==> src/rtl/scope_capture_ctrl_if.sv <==
// Sample-in / control / s2-memory-out / status bundle for scope_capture_ctrl.
// Signals are plain wires; no handshake, the memory port always accepts.
interface scope_capture_ctrl_if #(
  parameter int ADDR_W = 9,
  parameter int SAMP_W = 12
);
  logic              samp_valid;
  logic [SAMP_W-1:0] samp_data;
  logic              arm;
  logic              abort;
  logic              force_trig;
  logic [SAMP_W-1:0] trig_level;
  logic              trig_falling;
  logic [ADDR_W-1:0] pre_count;
  logic [7:0]        decim;

  logic [ADDR_W-1:0] mem_address;
  logic              mem_chipselect;
  logic              mem_clken;
  logic              mem_write;
  logic [15:0]       mem_writedata;
  logic [1:0]        mem_byteenable;

  logic              busy;
  logic              done;
  logic [ADDR_W-1:0] trig_addr;

  modport slave (
    input  samp_valid, samp_data, arm, abort, force_trig, trig_level, trig_falling,
           pre_count, decim,
    output mem_address, mem_chipselect, mem_clken, mem_write, mem_writedata,
           mem_byteenable, busy, done, trig_addr
  );

  modport master (
    output samp_valid, samp_data, arm, abort, force_trig, trig_level, trig_falling,
           pre_count, decim,
    input  mem_address, mem_chipselect, mem_clken, mem_write, mem_writedata,
           mem_byteenable, busy, done, trig_addr
  );
endinterface

==> src/rtl/scope_capture_ctrl.sv <==
// Scope trigger/capture engine: decimates samples, detects a level crossing, writes a circular pre/post record.
// Latency: one cycle from kept samp_valid to mem_write; no backpressure, the s2 port accepts every write.
module scope_capture_ctrl #(
  parameter int ADDR_W = 9,
  parameter int SAMP_W = 12
) (
  input  logic               clk,
  input  logic               reset,
  scope_capture_ctrl_if.slave bus
);
  localparam logic [ADDR_W:0] DEPTH_V = {1'b1, {ADDR_W{1'b0}}};
  localparam logic [ADDR_W:0] ONE_V   = {{ADDR_W{1'b0}}, 1'b1};

  typedef enum logic [2:0] {S_IDLE, S_PRE, S_WAIT, S_POST, S_DONE} state_t;

  state_t            state_q;
  logic [ADDR_W-1:0] wr_ptr_q, pre_q, trig_addr_q, mem_addr_q;
  logic [ADDR_W:0]   cnt_q;
  logic [7:0]        decim_cnt_q, decim_q;
  logic [SAMP_W-1:0] prev_q, lvl_q;
  logic              fall_q, first_q, mem_wr_q, busy_q, done_q;
  logic [15:0]       mem_wd_q;

  logic              kept, active, level_hit, trig_hit;
  logic [7:0]        decim_cnt_d;
  logic [ADDR_W:0]   cnt_d, post_len;
  logic [15:0]       wd_d;

  assign kept        = bus.samp_valid && (decim_cnt_q == decim_q);
  assign active      = (state_q == S_PRE) || (state_q == S_WAIT) || (state_q == S_POST);
  assign decim_cnt_d = !bus.samp_valid ? decim_cnt_q : (kept ? 8'd0 : decim_cnt_q + 8'd1);
  assign cnt_d       = cnt_q + ONE_V;
  assign post_len    = DEPTH_V - {1'b0, pre_q};

  assign level_hit = fall_q ? ((prev_q >= lvl_q) && (bus.samp_data < lvl_q))
                            : ((prev_q < lvl_q) && (bus.samp_data >= lvl_q));
  // prev_q is meaningless until the first kept sample after arm has loaded it.
  assign trig_hit  = (state_q == S_WAIT) && (bus.force_trig || (!first_q && level_hit));

  always_comb begin
    wd_d = '0;
    wd_d[SAMP_W-1:0] = bus.samp_data;
    wd_d[12] = trig_hit;
  end

  always_ff @(posedge clk or posedge reset) begin
    if (reset) begin
      state_q     <= S_IDLE;
      wr_ptr_q    <= '0;
      pre_q       <= '0;
      trig_addr_q <= '0;
      mem_addr_q  <= '0;
      cnt_q       <= '0;
      decim_cnt_q <= '0;
      decim_q     <= '0;
      prev_q      <= '0;
      lvl_q       <= '0;
      fall_q      <= 1'b0;
      first_q     <= 1'b0;
      mem_wr_q    <= 1'b0;
      busy_q      <= 1'b0;
      done_q      <= 1'b0;
      mem_wd_q    <= '0;
    end else begin
      mem_wr_q    <= 1'b0;
      decim_cnt_q <= decim_cnt_d;
      if (bus.abort) begin
        state_q <= S_IDLE;
        busy_q  <= 1'b0;
        done_q  <= 1'b0;
      end else if (bus.arm && !active) begin
        pre_q       <= bus.pre_count;
        lvl_q       <= bus.trig_level;
        fall_q      <= bus.trig_falling;
        decim_q     <= bus.decim;
        decim_cnt_q <= '0;
        wr_ptr_q    <= '0;
        cnt_q       <= '0;
        first_q     <= 1'b1;
        busy_q      <= 1'b1;
        done_q      <= 1'b0;
        state_q     <= (bus.pre_count == '0) ? S_WAIT : S_PRE;
      end else if (active && kept) begin
        mem_wr_q   <= 1'b1;
        mem_addr_q <= wr_ptr_q;
        mem_wd_q   <= wd_d;
        wr_ptr_q   <= wr_ptr_q + 1'b1;
        case (state_q)
          S_PRE: begin
            prev_q  <= bus.samp_data;
            first_q <= 1'b0;
            cnt_q   <= cnt_d;
            if (cnt_d == {1'b0, pre_q}) state_q <= S_WAIT;
          end
          S_WAIT: begin
            prev_q  <= bus.samp_data;
            first_q <= 1'b0;
            if (trig_hit) begin
              trig_addr_q <= wr_ptr_q;
              cnt_q       <= ONE_V;
              // With pre_count = depth-1 the trigger sample alone completes the record.
              if (post_len == ONE_V) begin
                state_q <= S_DONE;
                busy_q  <= 1'b0;
                done_q  <= 1'b1;
              end else begin
                state_q <= S_POST;
              end
            end
          end
          S_POST: begin
            cnt_q <= cnt_d;
            if (cnt_d == post_len) begin
              state_q <= S_DONE;
              busy_q  <= 1'b0;
              done_q  <= 1'b1;
            end
          end
          default: ;
        endcase
      end
    end
  end

  assign bus.mem_address    = mem_addr_q;
  assign bus.mem_chipselect = mem_wr_q;
  assign bus.mem_write      = mem_wr_q;
  assign bus.mem_writedata  = mem_wd_q;
  assign bus.mem_clken      = 1'b1;
  assign bus.mem_byteenable = 2'b11;
  assign bus.busy           = busy_q;
  assign bus.done           = done_q;
  assign bus.trig_addr      = trig_addr_q;
endmodule

==> src/flat_wrapper.sv <==
// flat-port wrapper written by rule: the top's interface ports become plain ports
module scope_capture_ctrl_flat 
#(
  parameter int ADDR_W = 9,
  parameter int SAMP_W = 12
)
  (clk, reset, bus_samp_valid, bus_samp_data, bus_arm, bus_abort, bus_force_trig, bus_trig_level, bus_trig_falling, bus_pre_count, bus_decim, bus_mem_address, bus_mem_chipselect, bus_mem_clken, bus_mem_write, bus_mem_writedata, bus_mem_byteenable, bus_busy, bus_done, bus_trig_addr);
  scope_capture_ctrl_if #(.ADDR_W(ADDR_W), .SAMP_W(SAMP_W)) bus_i ();
  input  logic clk;
  input  logic reset;
  input wire logic [$bits(bus_i.samp_valid)-1:0] bus_samp_valid;
  input wire logic [$bits(bus_i.samp_data)-1:0] bus_samp_data;
  input wire logic [$bits(bus_i.arm)-1:0] bus_arm;
  input wire logic [$bits(bus_i.abort)-1:0] bus_abort;
  input wire logic [$bits(bus_i.force_trig)-1:0] bus_force_trig;
  input wire logic [$bits(bus_i.trig_level)-1:0] bus_trig_level;
  input wire logic [$bits(bus_i.trig_falling)-1:0] bus_trig_falling;
  input wire logic [$bits(bus_i.pre_count)-1:0] bus_pre_count;
  input wire logic [$bits(bus_i.decim)-1:0] bus_decim;
  output wire logic [$bits(bus_i.mem_address)-1:0] bus_mem_address;
  output wire logic [$bits(bus_i.mem_chipselect)-1:0] bus_mem_chipselect;
  output wire logic [$bits(bus_i.mem_clken)-1:0] bus_mem_clken;
  output wire logic [$bits(bus_i.mem_write)-1:0] bus_mem_write;
  output wire logic [$bits(bus_i.mem_writedata)-1:0] bus_mem_writedata;
  output wire logic [$bits(bus_i.mem_byteenable)-1:0] bus_mem_byteenable;
  output wire logic [$bits(bus_i.busy)-1:0] bus_busy;
  output wire logic [$bits(bus_i.done)-1:0] bus_done;
  output wire logic [$bits(bus_i.trig_addr)-1:0] bus_trig_addr;
  assign bus_i.samp_valid = bus_samp_valid;
  assign bus_i.samp_data = bus_samp_data;
  assign bus_i.arm = bus_arm;
  assign bus_i.abort = bus_abort;
  assign bus_i.force_trig = bus_force_trig;
  assign bus_i.trig_level = bus_trig_level;
  assign bus_i.trig_falling = bus_trig_falling;
  assign bus_i.pre_count = bus_pre_count;
  assign bus_i.decim = bus_decim;
  assign bus_mem_address = bus_i.mem_address;
  assign bus_mem_chipselect = bus_i.mem_chipselect;
  assign bus_mem_clken = bus_i.mem_clken;
  assign bus_mem_write = bus_i.mem_write;
  assign bus_mem_writedata = bus_i.mem_writedata;
  assign bus_mem_byteenable = bus_i.mem_byteenable;
  assign bus_busy = bus_i.busy;
  assign bus_done = bus_i.done;
  assign bus_trig_addr = bus_i.trig_addr;
  scope_capture_ctrl #(.ADDR_W(ADDR_W), .SAMP_W(SAMP_W)) u_core (.clk(clk), .reset(reset), .bus(bus_i));
endmodule
==> config.mk <==
export PLATFORM = sky130hd
export DESIGN_NAME = scope_capture_ctrl_flat
export DESIGN_NICKNAME = d
export VERILOG_FILES = /design/src/rtl/scope_capture_ctrl_if.sv /design/src/rtl/scope_capture_ctrl.sv /design/src/flat_wrapper.sv
export SDC_FILE = /design/constraint.sdc
export NUM_CORES = 1
export LEC_CHECK = 0
export ABC_CLOCK_PERIOD_IN_PS = 7800
export CAP_MARGIN = 40
export CELL_PAD_IN_SITES_DETAIL_PLACEMENT = 2
export CELL_PAD_IN_SITES_GLOBAL_PLACEMENT = 2
export CORE_MARGIN = 2
export CORE_UTILIZATION = 36
export CTS_CLUSTER_SIZE = 24
export DETAILED_ROUTE_END_ITERATION = 10
export HOLD_SLACK_MARGIN = 0.15
export PLACE_DENSITY_LB_ADDON = 0.25
export SLEW_MARGIN = 30
export SYNTH_ARGS = -nofsm -noshare
export SYNTH_HDL_FRONTEND = slang
export SYNTH_SLANG_ARGS = --single-unit
==> constraint.sdc <==
create_clock -name clk -period 7.8 [get_ports clk]
set_input_delay 0.78 -clock clk [delete_from_list [all_inputs] [get_ports clk]]
set_output_delay 0.78 -clock clk [all_outputs]
set_load 0.005 [all_outputs]
* Yosys cells after proc, flatten, opt, wreduce, memory -nomap -nowiden *
Cells that the tools add are included.

cells by class
  mux-type cells = 40
  shift-type cells = 0
  divide/modulo/power cells = 0
  bitwise logic cells = 2
  add/sub/neg operators = 4
  reduce and logical (&&, ||, !) cells = 30
  $lt $le $gt $ge = 4
  $mul = 0
  equal/unequal tests = 12

operator list
  cell                     count
  $mux W8                  4
  $mux W10                 3
  $ge A12 B12 Y1           2
  $lt A12 B12 Y1           2
  $mux W3                  7
  $pmux W10 S2             1
  $mux W1                  19
  $mux W9                  2
  $reduce_and A5 Y1        3
  $ne A4 B4 Y1 const B     3
  $add A10 B1 Y10 const B  1
  $eq A10 B1 Y1 const B    1
  $eq A10 B10 Y1           1
  $eq A10 B9 Y1            1
  $sub A10 B9 Y10 const A  1
  $add A9 B1 Y9 const B    1
  $logic_not A9 Y1         1
  $pmux W3 S3              1
  $add A8 B1 Y8 const B    1
  $eq A8 B8 Y1             1
  $reduce_and A4 Y1        2
  $logic_and A1 B1 Y1      7
  $eq A3 B2 Y1 const B     2
  $reduce_and A3 Y1        2
  other kinds (14)         23

word-level totals
  memories = 0
  logic and storage cells = 108
  bits in writable memories = 0
  register bits after elaboration = 107
  latch bits = 0
  output and inout bits = 41
  input bits = 48
  bits in read-only memories = 0

* Depth between registers and ports, before layout *
  depth after elaboration = 11
  depth in mapped cells = 11
  depth with buffers taken out = 10

* Worst setup path after synthesis *
OpenSTA, ideal clock, no wires.

  path kind = in2reg
  start = in bus_samp_data[10]
  end = reg u_core.trig_addr_q[0], in the netlist u_core.bus.trig_addr[0]
  data required time = 7.675 ns
  library setup time = 0.125 ns
  stages = 10
  path buffers = 1
  slack = 4.948 ns
  arrival = 2.728 ns
  cell sequence = ha_1 -> a21oi_1 -> nand2_1 -> a221oi_1 -> nand2_1 -> and3_2 -> nor3_2 -> or3_1 -> buf_2 -> mux2_2

between the ends
  longest elaborated chain between the ends = 7
  elaborated cells between the ends (all ways) = 9
  classes of those cells = order compare: 2; mux: 1; reduce/logical: 6

ends and longest elaborated chain
  item                                              RTL line                                            RTL
  from (decl)                                       flat_wrapper.sv:12                                  input wire logic [$bits(bus_i.samp_data)-1:0] bus_samp_data;
  $ge A12 B12 Y1 or $lt A12 B12 Y1 (tied branches)  scope_capture_ctrl.sv:36, scope_capture_ctrl.sv:35
  $logic_and A1 B1 Y1, on equally long branches     scope_capture_ctrl.sv:36, scope_capture_ctrl.sv:35
  $mux W1 (*)                                       scope_capture_ctrl.sv:35                            assign level_hit = fall_q ? ((prev_q >= lvl_q) && (bus.samp_data < lvl_q))
  $logic_and A1 B1 Y1 (*)                           scope_capture_ctrl.sv:38                            assign trig_hit = (state_q == S_WAIT) && (bus.force_trig || (!first_q && level_hit));
  $logic_or A1 B1 Y1 (*)                            scope_capture_ctrl.sv:38
  $logic_and A1 B1 Y1 (*)                           scope_capture_ctrl.sv:38
  $reduce_and A5 Y1 (no source line) (*)            --
  to (signal assigned)                              scope_capture_ctrl.sv:99                            trig_addr_q <= wr_ptr_q;
  to (decl)                                         scope_capture_ctrl.sv:17                            logic [ADDR_W-1:0] wr_ptr_q, pre_q, trig_addr_q, mem_addr_q;

Mark *: on every way between the ends. The rest lies on a longest branch, timed or not.
A chain may end at the register's enable or synchronous reset.

* Worst setup path in the final report *
  start = in bus_samp_data[7]
  end = reg u_core.trig_addr_q[3], in the netlist u_core.bus.trig_addr[3]

The elaborated chain is that of the path after synthesis.

==> results_dict.tcl <==
set metrics [dict create \
    die_x_um 131 \
    post_cts.repair.setup_buffers 0 \
    grt_start_max_net_pins 46 \
    finalSetupViolations 0 \
    detail-route-antenna-nets 0 \
    tritoncts_sink_count 107 \
    synth_edf_count 0 \
    cts.clk_slew.worst_paths_ps 80 \
    drive_above_1_share 0.0725 \
    clkPwrFrac 0.222 \
    avgSynthCellArea_um2 9.21 \
    worstPathRequired_ps 8050 \
    numCtsBuffers 9 \
    critPathKind "in -> reg" \
    number_of_synthesized_register_bits 107 \
    cts_tree "built" \
    postSynth.asyncResetShare 1.00 \
    ctsHoldBuffers 0 \
    combinationalPowerShare 0.382 \
    start_util 0.368 \
    dp_hpwl_mm 13.0 \
    synth_largest_type_area_fraction 0.460 \
    clk_latency_ps 360 \
    yosys_warnings 0 \
    status "finished, final reports clean" \
    n_antenna_cell 0 \
    kind_of_path_behind_the_tightest_hold_check "reg -> reg" \
    area_growth_pct 22.1 \
    period_share 0.464 \
    ys_types 66 \
    final_number_of_hold_violating_endpoints 0 \
    numnets_final 775 \
    share_of_the_core_filled_with_cells 0.449 \
    max_clock_freq_mhz 276 \
    sum_neg_setup_slack_ps 0 \
    power.share.switching 0.393 \
    path_max_fanout 10 \
    start_kind "input pin" \
    place.gp.congestion 0.773 \
    placementRows 46 \
    critical_path_arrival_ps 3870 \
    cts_resized 0 \
    timing.clock.skew_ps 14.5 \
    nFillCells 1734 \
    die_area_um2 17200 \
    static-leakage-power_nw 3.34 \
    post_synth_instance_area_um2 5820 \
    layout.area.seq_um2 2680 \
    antenna_found_initial 0 \
    drt_wl_total_mm 17.7 \
    route.detailed.wl_per_inst_um 19.3 \
    detailroute.via_count 4910 \
    drc 0 \
    htree_num_levels 3 \
    drtIter0Drc 194 \
    ioPinCount 89 \
    postSynthCellCount 632 \
    worstMarginPinSlew_ps 694 \
    vias_per_cell 5.34 \
    max-slew-margin-rel 0.537 \
    synth.yosys.seq_area_share 0.460 \
    yosys-top-cells-area "sky130_fd_sc_hd__dfrtp_1, sky130_fd_sc_hd__nand2_1, sky130_fd_sc_hd__ha_1" \
    wire_length_of_the_first_global_routing_pass_mm 30.1 \
    irDropWorstVdd_mv 0.124 \
    max_cap_viol_count 0 \
    seq_power_share 0.395 \
    cell_internal_pwr_w 0.00131 \
    globalRouteTotalUtil 0.216 \
    finalCriticalPeriod_ps 3620 \
    gr-total-overflow 0 \
    placement.io_buffers 82 \
    power_density_nw_per_um2 303 \
    fp.coreArea_um2 15800 \
    timing_max_transition_violations_final 0 \
    yosysTopAreaCell "sky130_fd_sc_hd__dfrtp_1" \
    multi_input_area_um2 2900 \
    clock-root-buffer "sky130_fd_sc_hd__clkbuf_16" \
    timing.critical_path.to_type "register" \
    cts.path.max_buffers 2 \
    grt_setup_unrepaired "false" \
    switching_power_w 0.000847 \
    most_used_flip_flop_cell_after_synthesis "sky130_fd_sc_hd__dfrtp_1" \
    iteration_count_of_the_initial_detailed_routing_pass 4 \
    die-height_um 131 \
    first_global_vias 5626 \
]
## sequential cells by signal (all words and copies together), names as in the netlist
register	flops
u_core.wr_ptr_q	9
u_core.lvl_q	12
u_core.bus.mem_writedata	13
u_core.bus.busy	1
u_core.cnt_q	10
u_core.state_q	3
u_core.first_q	1
u_core.pre_q	9
u_core.bus.mem_address	9
u_core.fall_q	1
u_core.bus.mem_chipselect	1
u_core.bus.done	1
u_core.decim_q	8
u_core.prev_q	12
u_core.bus.trig_addr	9
u_core.decim_cnt_q	8
## area by class of cell
class                           count  area share
Clock buffer                       10      0.0336
Clock inverter                      6     0.00898
Inverter                           20      0.0109
Multi-Input combinational cell    473       0.408
Sequential cell                   107       0.377
Tap cell                          216      0.0380
Timing Repair Buffer               87       0.124
## critical path: stages
cell and delay (ps):
sky130_fd_sc_hd__clkdlybuf4s50_1 460, sky130_fd_sc_hd__ha_1 340, sky130_fd_sc_hd__a21oi_1 210, sky130_fd_sc_hd__o21ai_0 120, sky130_fd_sc_hd__a221oi_1 460, sky130_fd_sc_hd__nand2_1 140, sky130_fd_sc_hd__and3_2 250, sky130_fd_sc_hd__nor3_2 210
sky130_fd_sc_hd__or3_1 480, sky130_fd_sc_hd__mux2_2 400
## path summary, 6_finish.rpt
path                       slack, ps  depth (start not counted)                           to                         from
max                             4180                         10      u_core.bus.trig_addr[3]             bus_samp_data[7]
max reg2reg                     4450                         10      u_core.bus.trig_addr[3]              u_core.lvl_q[5]
max in group asynchronous       5940                          4            u_core.state_q[2]                        reset
min reg2reg                      480                          2  u_core.bus.mem_writedata[7]  u_core.bus.mem_writedata[7]
min                              480                          2  u_core.bus.mem_writedata[7]  u_core.bus.mem_writedata[7]
min in group asynchronous        810                          2  u_core.bus.mem_writedata[6]                        reset
## kinds of logic (layout without fill, tap and decap cells)
logic type               Yosys count  after routing  synth area share
AO/OA/AOI/OAI                    101            101             0.108
XOR/XNOR                          38             38            0.0572
adder cells (fa/ha/maj)           29             29            0.0623
buffers and inverters             56            123            0.0454
flip-flops                       107            107             0.460
multiplexers                      23             23            0.0443
other                              2              6           0.00129
AND/OR/NAND/NOR                  276            276             0.222
## through the flow
stage,power [W],hold slack [ps],area [µm²],setup WS [ps],instances
after floorplan,0.00138,456,5840,4200,636
after global routing,0.00233,521,7110,4020,919
after CTS,0.00218,488,7110,4160,919
final,0.00216,481,7110,4180,919
after global placement,0.00160,457,6780,3910,902
after detailed placement,0.00168,467,6810,3820,903
## synth_stat cells (all sizes together), types with 2 or more instances
cell type  instances
a21o               3
a21oi             16
a221o              2
a221oi             4
a31oi              5
and2               3
and3               9
and4               4
buf               18
clkbuf            18
conb               2
dfrtp            107
ha                29
inv               20
mux2              22
nand2            156
nand2b             6
nand3             22
nand3b             3
nand4             12
nor2              28
nor2b              5
nor3               8
nor4               4
o21a               5
o21ai             49
o31ai              3
or2                2
or3                5
or4                5
xnor2             18
xor2              20
## placed cells by master (no fill, tap or decap), types with 2 or more instances in the layout
| master | n |
|---|---|
| sky130_fd_sc_hd__nand2_1 | 155 |
| sky130_fd_sc_hd__dfrtp_1 | 107 |
| sky130_fd_sc_hd__clkdlybuf4s50_1 | 82 |
| sky130_fd_sc_hd__o21ai_0 | 48 |
| sky130_fd_sc_hd__ha_1 | 29 |
| sky130_fd_sc_hd__nor2_1 | 26 |
| sky130_fd_sc_hd__nand3_1 | 22 |
| sky130_fd_sc_hd__xor2_1 | 20 |
| sky130_fd_sc_hd__xnor2_1 | 18 |
| sky130_fd_sc_hd__inv_1 | 18 |
| sky130_fd_sc_hd__a21oi_1 | 16 |
| sky130_fd_sc_hd__nand4_1 | 12 |
| sky130_fd_sc_hd__mux2_1 | 11 |
| sky130_fd_sc_hd__mux2_2 | 11 |
| sky130_fd_sc_hd__clkbuf_16 | 9 |
| sky130_fd_sc_hd__and3_1 | 7 |
| sky130_fd_sc_hd__nor3_1 | 6 |
| sky130_fd_sc_hd__nand2b_1 | 6 |
| sky130_fd_sc_hd__conb_1 | 6 |
| sky130_fd_sc_hd__o21a_1 | 5 |
| sky130_fd_sc_hd__nor2b_1 | 5 |
| sky130_fd_sc_hd__a31oi_1 | 5 |
| sky130_fd_sc_hd__nor4_1 | 4 |
| sky130_fd_sc_hd__or3_1 | 4 |
| sky130_fd_sc_hd__and4_1 | 4 |
| sky130_fd_sc_hd__a221oi_1 | 4 |
| sky130_fd_sc_hd__buf_4 | 4 |
| sky130_fd_sc_hd__nand3b_1 | 3 |
| sky130_fd_sc_hd__o31ai_1 | 3 |
| sky130_fd_sc_hd__or4_1 | 3 |
| sky130_fd_sc_hd__a21o_1 | 3 |
| sky130_fd_sc_hd__inv_8 | 3 |
| sky130_fd_sc_hd__or2_2 | 2 |
| sky130_fd_sc_hd__and2_1 | 2 |
| sky130_fd_sc_hd__and3_2 | 2 |
| sky130_fd_sc_hd__a221o_1 | 2 |
## power by group through the flow
stage | logic, W | clock network [W] | registers [W]
3_5_place_dp | 0.000820 | 0 | 0.000862
5_1_grt | 0.000937 | 0.000513 | 0.000878
4_1_cts | 0.000839 | 0.000489 | 0.000854
2_1_floorplan | 0.000575 | 0 | 0.000801
6_report | 0.000824 | 0.000479 | 0.000852
3_3_place_gp | 0.000750 | 0 | 0.000849
## per-layer routing
metal,global-route usage,share of wire,vias up
li1,-,-,2282
met5,0,0,-
met4,0.0580,0.015,0
met3,0.0297,0.027,19
met1,0.269,0.43,2537
met2,0.392,0.52,72
Power figures use the tool's default switching activity.
